--- src/rtl/mem_arbiter_pkg.sv ---
// mem_arbiter_pkg: shared types and constants for the memory arbiter slice.
//   size_e    : access size encoding as presented on d_size.
//   port_e    : requester identity carried into the response stage.
//   pending_t : state of the access issued last cycle, consumed by the
//               one-cycle-latency response path.
//   uint32    : plain 32-bit word type.
package mem_arbiter_pkg;

  localparam int unsigned LANES      = 4;
  localparam int unsigned WORD_BYTES = 4;

  typedef logic [31:0] uint32;

  typedef enum logic [1:0] {
    SZ_BYTE = 2'b00,
    SZ_HALF = 2'b01,
    SZ_WORD = 2'b10,
    SZ_BAD  = 2'b11
  } size_e;

  typedef enum logic {
    PORT_IF = 1'b0,
    PORT_D  = 1'b1
  } port_e;

  typedef struct packed {
    logic       valid;
    port_e      port;
    logic       err;
    logic       we;
    size_e      size;
    logic [1:0] offset;
    logic       uns;
  } pending_t;

  // True when the byte offset does not suit the access size (or the size is illegal).
  function automatic logic is_misaligned(input size_e size, input logic [1:0] offset);
    case (size)
      SZ_BYTE: is_misaligned = 1'b0;
      SZ_HALF: is_misaligned = offset[0];
      SZ_WORD: is_misaligned = |offset;
      default: is_misaligned = 1'b1;
    endcase
  endfunction

endpackage

--- src/rtl/mem_lane_align.sv ---
// mem_lane_align: combinational byte-lane helper.
//   Write side: wr_size/wr_offset/wr_data -> wr_mask (lane enables) and
//               wr_lanes (byte/half replicated across all lanes).
//   Read side : rd_word shifted down by rd_offset bytes, truncated to rd_size
//               and sign- or zero-extended (rd_unsigned) into rd_data.
module mem_lane_align
  import mem_arbiter_pkg::*;
(
  input  size_e       wr_size,
  input  logic [1:0]  wr_offset,
  input  uint32       wr_data,
  output logic [3:0]  wr_mask,
  output uint32       wr_lanes,
  input  size_e       rd_size,
  input  logic [1:0]  rd_offset,
  input  logic        rd_unsigned,
  input  uint32       rd_word,
  output uint32       rd_data
);

  uint32 shifted;

  always_comb begin
    wr_mask  = '0;
    wr_lanes = '0;
    case (wr_size)
      SZ_BYTE: begin
        wr_mask  = 4'b0001 << wr_offset;
        wr_lanes = {LANES{wr_data[7:0]}};
      end
      SZ_HALF: begin
        wr_mask  = 4'b0011 << wr_offset;
        wr_lanes = {2{wr_data[15:0]}};
      end
      SZ_WORD: begin
        wr_mask  = 4'b1111;
        wr_lanes = wr_data;
      end
      default: begin
        wr_mask  = '0;
        wr_lanes = '0;
      end
    endcase
  end

  always_comb begin
    shifted = rd_word >> {rd_offset, 3'b000};
    rd_data = '0;
    case (rd_size)
      SZ_BYTE: rd_data = {{24{~rd_unsigned & shifted[7]}}, shifted[7:0]};
      SZ_HALF: rd_data = {{16{~rd_unsigned & shifted[15]}}, shifted[15:0]};
      SZ_WORD: rd_data = shifted;
      default: rd_data = '0;
    endcase
  end

endmodule

--- src/rtl/mem_arbiter.sv ---
// mem_arbiter: arbitrates the instruction-fetch port (IF, read-only) and the
// load/store port (D) onto a single-ported 32-bit memory, one access per cycle.
//   if_*  : fetch request (valid/ready/addr) and response (valid/data/err).
//   d_*   : data request (valid/ready/addr/we/size/unsigned/wdata) and response.
//   mem_* : word address, byte mask, write strobe and lane data to the memory;
//           mem_rdata returns the word one cycle after issue.
// Build option MEM_ARB_RR_EN: two-way round-robin grant instead of fixed
// D-over-IF priority.
module mem_arbiter
  import mem_arbiter_pkg::*;
#(
  parameter int unsigned ADDR_BITS = 16,
  parameter int unsigned MEM_AW    = 14
) (
  input  logic              clk,
  input  logic              rst_n,
  input  logic              if_req_valid,
  output logic              if_req_ready,
  input  logic [31:0]       if_addr,
  output logic              if_resp_valid,
  output logic [31:0]       if_resp_data,
  output logic              if_resp_err,
  input  logic              d_req_valid,
  output logic              d_req_ready,
  input  logic [31:0]       d_addr,
  input  logic              d_we,
  input  logic [1:0]        d_size,
  input  logic              d_unsigned,
  input  logic [31:0]       d_wdata,
  output logic              d_resp_valid,
  output logic [31:0]       d_resp_data,
  output logic              d_resp_err,
  output logic [MEM_AW-1:0] mem_addr,
  output logic [3:0]        mem_mask,
  output logic              mem_write,
  output logic [31:0]       mem_wdata,
  input  logic [31:0]       mem_rdata
);

  logic     d_grant;
  logic     if_grant;
  logic     issue;
  port_e    sel_port;
  uint32    sel_addr;
  size_e    sel_size;
  logic     sel_we;
  logic     sel_uns;
  logic     sel_err;
  logic [3:0] wr_mask;
  uint32    wr_lanes;
  uint32    rd_data;
  pending_t pend;
  logic     load_ok;

`ifdef MEM_ARB_RR_EN
  // Last-granted port; reset to IF so that D wins the first contest.
  port_e last_grant;

  always_ff @(posedge clk or negedge rst_n) begin
    if (!rst_n) begin
      last_grant <= PORT_IF;
    end else if (issue) begin
      last_grant <= sel_port;
    end
  end

  always_comb begin
    d_grant  = d_req_valid;
    if_grant = if_req_valid;
    if (d_req_valid && if_req_valid) begin
      d_grant  = (last_grant == PORT_IF);
      if_grant = (last_grant == PORT_D);
    end
  end
`else
  always_comb begin
    d_grant  = d_req_valid;
    if_grant = if_req_valid & ~d_req_valid;
  end
`endif

  assign d_req_ready  = rst_n & d_grant;
  assign if_req_ready = rst_n & if_grant;
  assign issue        = d_req_ready | if_req_ready;

  // Granted request; IF is always a word read.
  always_comb begin
    if (d_grant) begin
      sel_port = PORT_D;
      sel_addr = d_addr;
      sel_size = size_e'(d_size);
      sel_we   = d_we;
      sel_uns  = d_unsigned;
    end else begin
      sel_port = PORT_IF;
      sel_addr = if_addr;
      sel_size = SZ_WORD;
      sel_we   = 1'b0;
      sel_uns  = 1'b0;
    end
    sel_err = is_misaligned(sel_size, sel_addr[1:0]) | ((sel_addr >> ADDR_BITS) != '0);
  end

  mem_lane_align u_align (
    .wr_size     (sel_size),
    .wr_offset   (sel_addr[1:0]),
    .wr_data     (d_wdata),
    .wr_mask     (wr_mask),
    .wr_lanes    (wr_lanes),
    .rd_size     (pend.size),
    .rd_offset   (pend.offset),
    .rd_unsigned (pend.uns),
    .rd_word     (mem_rdata),
    .rd_data     (rd_data)
  );

  // Faulting requests are accepted but never reach the memory.
  always_comb begin
    mem_addr  = '0;
    mem_mask  = '0;
    mem_write = 1'b0;
    mem_wdata = '0;
    if (issue) begin
      mem_addr = sel_addr[ADDR_BITS-1:2];
      if (!sel_err) begin
        mem_mask  = sel_we ? wr_mask : 4'b1111;
        mem_write = sel_we;
        mem_wdata = sel_we ? wr_lanes : '0;
      end
    end
  end

  always_ff @(posedge clk or negedge rst_n) begin
    if (!rst_n) begin
      pend <= '0;
    end else if (issue) begin
      pend <= '{valid: 1'b1, port: sel_port, err: sel_err, we: sel_we,
                size: sel_size, offset: sel_addr[1:0], uns: sel_uns};
    end else begin
      pend <= '0;
    end
  end

  assign load_ok       = ~pend.err & ~pend.we;
  assign if_resp_valid = pend.valid & (pend.port == PORT_IF);
  assign d_resp_valid  = pend.valid & (pend.port == PORT_D);
  assign if_resp_err   = if_resp_valid & pend.err;
  assign d_resp_err    = d_resp_valid & pend.err;
  assign if_resp_data  = (if_resp_valid & load_ok) ? rd_data : '0;
  assign d_resp_data   = (d_resp_valid & load_ok) ? rd_data : '0;

endmodule

--- config.mk ---
export PLATFORM = sky130hd
export DESIGN_NAME = mem_arbiter
export DESIGN_NICKNAME = d
export VERILOG_FILES = /design/src/rtl/mem_arbiter_pkg.sv /design/src/rtl/mem_lane_align.sv /design/src/rtl/mem_arbiter.sv
export SDC_FILE = /design/constraint.sdc
export NUM_CORES = 1
export LEC_CHECK = 0
export CORE_AREA = 2 2 99 101
export DETAILED_ROUTE_END_ITERATION = 12
export DIE_AREA = 0 0 101 103
export PLACE_DENSITY = 0.81
export SYNTH_ARGS = -nofsm -noshare
export SYNTH_HDL_FRONTEND = slang
export SYNTH_HIERARCHICAL = 1
export SYNTH_SLANG_ARGS = --single-unit
--- constraint.sdc ---
create_clock -name clk -period 2.4 [get_ports clk]
set_clock_uncertainty 0.2 [all_clocks]
set_input_delay 0.24 -clock clk [delete_from_list [all_inputs] [get_ports clk]]
set_output_delay 0.24 -clock clk [all_outputs]
set_load 0.02 [all_outputs]
==> run_results.csv <==
group,metric,value,unit
critical_path,path_class,"flip-flop to output pin",
critical_path,cp_data_arrival_time,1980,ps
logic_synthesis,netlist_area,2764,um^2
cells_and_area,drive_gt1_share,39.62,%
cells_and_area,final_common_cell,"clkdlybuf4s50_1",
logic_synthesis,synth_edf_count,0,
routing,remaining_drc_errors,0,
routing,routedWlPerCell,17.77,um
power,p_total,0.001403,W
critical_path,end_kind,"output pin",
critical_path,critical_path.startpoint_type,"flip-flop",
logic_synthesis,synthCells,385,
critical_path,cp_max_fo,5,
routing,viasPerCell,5.269,
clocking,root_buffer,"clkbuf_8",
cells_and_area,multi_input_area,2696,um^2
floorplan,die_y,103,um
routing,drt_iter0_markers,71,
logic_synthesis,yosys_warnings,6,
logic_synthesis,postSynthAreaPerCell,7.179,um^2
sta,max_clock_freq,0.4140,GHz
logic_synthesis,synthArstFlopShare,100.0,%
clocking,clock-sinks,9,
routing,first_pass_iters,4,
cells_and_area,fill_cells,781,
logic_synthesis,synth_cell_types,43,
floorplan,die-area,10400,um^2
job,cap_viol_max_count,0,
sta,relSlewSlack,68.91,%
floorplan,core,9459,um^2
placement,io_buffer_count,256,
sta,tightest_slew,464.1,ps
clocking,clk_pin_slew,40,ps
sta,setup_viol,4,
clocking,cts_hold_buf,0,
cells_and_area,ff_latch_area,226.5,um^2
power,powerDensity,223.1,nW/um^2
cells_and_area,synthToLayoutAreaGrowth,127.4,%
grt,grt_max_degree,34,
clocking,clockBufferDepth,2,
sta,setup_ws,-15.37,ps
cells_and_area,reg_top3,"pend (9)",
grt,gr-total-overflow,0,
cells_and_area,largest_reg_flops,9,
cells_and_area,most-common-layout-cells,"clkdlybuf4s50_1, buf_4, and2_1",
grt,grt_pass1_wl,20.33,mm
routing,ant_nets,0,
floorplan,initial_core_util,29.22,%
sta,fin_crit,2415,ps
power,leakage,2.998,nW
placement,place_ws,-697.8,ps
cells_and_area,nNetsFinal,826,
clocking,tritoncts,"yes",
logic_synthesis,syn-num-nets,521,
grt,grt_pass1_vias,4197,
floorplan,rows,36,
outcome,failed_checks,"setup timing",
sta,hold_viol,0,
critical_path,critPathRequiredTime,1960,ps
placement,place_congestion,0.8715,
clocking,cts_max_level,1,
grt,grt_antenna_before_repair,0,
grt,grt_use_total,24.54,%
logic_synthesis,yosys_register_bits,9,
logic_synthesis,ys_seq_area_share,8.148,%
sta,rsz0062_at_grt,"yes",
cells_and_area,antennaDiodeCount,0,
sta,period_share,100.6,%
sta,drv_slew,0,
placement,place_hpwl,10.39,mm
logic_synthesis,ys.flop_type,"dfrtp_1",
outcome,outcome,"finished with violations",
power,irDropWorstVdd,121.6,uV
cells_and_area,top_register,"pend",
routing,routed_wl,14.27,mm
hold_path,hold_class,"primary input to asynchronous set/reset pin",
floorplan,die_x,101,um
clocking,numCtsBuffers,3,
floorplan,pin_count,257,
routing,vias,4231,
cells by family after synthesis:
family | after synthesis | share of synthesized area, %
AOI/OAI and AO/OA | 99 | 26.98
xor gates and xnor gates | 1 | 0.3169
buffers and inverters | 41 | 8.827
DFF | 9 | 8.149
muxes | 35 | 13.26
and+or+nand+nor | 200 | 42.46
layout make-up:
type / count / share of cell area, %
Timing Repair Buffer: 340 / 50.46
Tap cell: 114 / 2.269
Inverter: 1 / 0.05971
Clock buffer: 4 / 0.7166
Sequential cell: 9 / 3.603
Multi-Input combinational cell: 335 / 42.89
power breakdown:
group | total (W) | leakage [nW] | internal, W | switching, W
Sequential | 0.000169 | 0.115 | 0.000161 | 0.00000848
Clock | 0.000164 | 0.0228 | 0.000115 | 0.0000491
Combinational | 0.00107 | 2.86 | 0.000582 | 0.000488
metrics by stage:
step	hold slack (ps)	setup TNS, ps	area (um^2)	cells	util (%)
floorplan	-255.6	0	2764	385	-
global placement	458.7	-43790	5834	781	61.68
detailed placement	474.0	-47020	5834	781	61.68
CTS	247.7	-51.77	6003	806	63.47
global route	263.9	-928.1	6286	803	66.46
finish	249.3	-47.61	6286	803	66.46
synthesized netlist by cell type, types with 8 or more instances:
master    number  area share (%)
and2_1        81              18
and3_1        36             8.1
mux2i_1       31              11
nand2_1       22             3.0
o21ai_0       20             3.6
nor2_1        19             2.6
nor2b_1       19             4.3
clkbuf_1      17             2.3
a21oi_1       16             2.9
a211oi_1      14             3.8
buf_2         11             2.0
dfrtp_1        9             8.1
o21ai_1        9             1.6
a21o_1         8             2.2
o211ai_2       8             3.6
critical path: stages, from the launching register on:
cell and delay, ps:
dfrtp_2 390, mux4_2 560, nand2_4 130, buf_6 140
buf_12 130, o221ai_4 100, and2_4 180, buf_6 120
routing by layer:
layer  routed length (um)  track usage [%]  share of wire [%]  vias up
met3                 1166            5.288                8.2       56
li1                     -                -                  -     1991
met2                 7433            48.05                 52      236
met1                 4975            24.39                 35     1948
met5                    0                0                  0        -
met4                  697            12.06                4.9        0
what timing repair did:
item / CTS / global route
gates resized for setup: 440 / 198
setup endpoints to repair: 116 / 109
cloned: 5 / 2
pin swaps: 16 / 29
setup buffers: 16 / 1
path summary, 6_finish.rpt:
kind                       slack (ps)  cells after the start               end       from
worst min-delay path              250                      3           pend[6]      rst_n
worst max-delay path              -20                      7  if_resp_data[22]    pend[2]
min in group clk                  400                      3           pend[3]  d_size[0]
max in group asynchronous        1600                      3           pend[2]      rst_n
Note: power is estimated with default switching activity, not from simulation.
==> patch: new RTL, same settings <==
Register the outputs `if_resp_err` and `d_resp_err`, cleared by the reset; this adds one clock of latency there. The other outputs are not delayed to match.
--- a/src/rtl/mem_arbiter.sv
+++ b/src/rtl/mem_arbiter.sv
@@ -146,4 +146,11 @@
   assign d_resp_valid  = pend.valid & (pend.port == PORT_D);
-  assign if_resp_err   = if_resp_valid & pend.err;
-  assign d_resp_err    = d_resp_valid & pend.err;
+  always_ff @(posedge clk or negedge rst_n) begin
+    if (!rst_n) begin
+      if_resp_err <= '0;
+      d_resp_err  <= '0;
+    end else begin
+      if_resp_err <= if_resp_valid & pend.err;
+      d_resp_err  <= d_resp_valid & pend.err;
+    end
+  end
   assign if_resp_data  = (if_resp_valid & load_ok) ? rd_data : '0;
Check against the original RTL: not equivalent (a bounded check fails within 4 cycles, from zero or initial values and one cycle with rst_n low).
==> patch against the unedited design <==
The flow still finishes with violations (negative setup slack); final cell count decreased by 1.7%; sequential cell count increased by 2; synthesized area increased by 1.8%; total power decreased by 2.7%; maximum frequency decreased by 1.0%; final area decreased by 6.5%; setup slack got worse by 0.025 ns; routed wire length decreased by 5.3%; critical endpoint is now if_resp_data[17].
==> patch: results (changes against the unedited design) <==
status=finished, violations left (unchanged); failing checks=negative setup slack (unchanged); ANT cells=0 (unchanged); clock latency on the worst-skew pair=around 0.23 ns; largest net degree at the start of global routing=34 (unchanged); setup_tns=-0.08787 ns (was -0.04761 ns); Net Sw Power=531.5 µW (was 545.4 µW); top post-synthesis cells by area=and2_1 17%, mux2i_1 11%, dfrtp_1 9.8% (was and2_1 18%, mux2i_1 11%, and3_1 8.1%); syn_area_per_cell=7.271 µm² (was 7.179 µm²); distinct cell type count after synthesis=43 (unchanged); DP Area=5772 µm² (was 5834 µm²); NumNets Final=812 (was 826); ys async rst share=100.0% (unchanged); clk buf depth=2 (unchanged); Finished Layout Cells=789 (was 803); Synth Area in Compound Gates=26.50% (was 26.98%); layout cells sized above 1=34.07% (was 39.62%); Clock transition at path regs=~0.050 ns; Mapped Nets=523 (was 521); Initial DRC Count=139 (was 71); H-Tree Depth=1 (unchanged); post-place setup slack=-0.6531 ns (was -0.6978 ns); Total Wirelength=13520 µm (was 14270 µm); routability cong.=0.9054 (was 0.8715); DP HPWL=10410 µm (was 10390 µm); via count=4074 (was 4231); Post-Synth Adder-Cell Area=0% (unchanged); Setup WS post-layout=-0.04078 ns (was -0.01537 ns); Slew HR=57.09% (was 68.91%); Post-synth top cells=78 x and2_1, 36 x and3_1, 31 x mux2i_1 (was 81 x and2_1, 36 x and3_1, 31 x mux2i_1); yosys warns=6 (unchanged); leak pwr=2.991 nW (was 2.998 nW); Hold Path Class=in -> async (unchanged); Port Buf Inserts=256 (unchanged); total CTS buffers=3 (unchanged); Worst Path Arrival=2.00 ns (was 1.98 ns); largest fanout on the critical path=4 (was 5); Max VDD drop=122.3 µV (was 121.6 µV); # setup viols final=3 (was 4); Largest regs=pend x9, d_resp_err x1, if_resp_err x1 (was pend x9); dpl cells=773 (was 781); global-route wire length before repair=19280 µm (was 20330 µm); initial antenna violation count=0 (unchanged); total gr overflow=0 (unchanged); DRT Pass-1 Iters=4 (unchanged); register area share after synthesis=9.782% (was 8.148%); GRT Util Overall=23.01% (was 24.54%); Main synth FF type=dfrtp_1 (unchanged); post-synthesis xor/xnor area fraction=0.3112% (was 0.3169%); root buffer cell=clkbuf_8 (unchanged); multiplexer share of the synthesized area=13.03% (was 13.26%)
-- patch: critical path: stages (launching register included) --
cell      delay [ns]
dfrtp_2         0.39
mux4_2          0.53
buf_6           0.15
nand2_8         0.06
buf_6           0.11
buf_6           0.12
o221ai_4        0.11
and2_4          0.18
buf_6           0.12
-- patch: kinds of logic after synthesis --
| family | count (synthesis) |
|---|---|
| compound gates | 99 |
| xor+xnor | 1 |
| buf+inv | 41 |
| flops | 11 |
| mux | 35 |
| simple gates | 200 |
-- patch: layout make-up --
type / instances / area [µm²]
inverter: 1 / 3.754
tap: 114 / 142.6
clock buffer: 4 / 45.04
timing repair buffer: 324 / 2869
multi-input combinational: 335 / 2537
sequential: 11 / 276.5
fill: 833 / 3585
-- patch: final timing paths --
check	from	end	slack [ns]	cells after the start
worst max-delay path	pend[2]	if_resp_data[17]	-0.04	8
max in group asynchronous	rst_n	pend[2]	1.55	2
worst min-delay path	rst_n	pend[2]	0.27	2
min in group clk	pend[8]	d_resp_err	0.33	1
worst max register to register	pend[8]	if_resp_err	1.40	2
worst min register to register	pend[8]	d_resp_err	0.33	1
-- patch: power groups by stage --
stage	Clock, mW	Combinational, mW	Sequential, mW
5_1_grt	0.189	1.05	0.206
2_1_floorplan	0	0.430	0.205
3_5_place_dp	0	0.927	0.208
6_report	0.175	0.985	0.205
4_1_cts	0.181	0.910	0.205
3_3_place_gp	0	0.910	0.207
-- patch: layer usage --
layer	vias to the layer above	GRT usage (%)	wire, µm
met5	-	0	0
met4	0	14.03	713
met3	52	4.814	1158
met2	237	44.31	7029
met1	1819	22.48	4618
li1	1966	-	-
-- patch: timing repair --
action | 4_1_cts | 5_1_grt
setup endpoints to repair | 116 | 104
resized for setup | 434 | 103
gates cloned | 4 | 0
buffers inserted | 7 | 1
pin swaps | 18 | 25
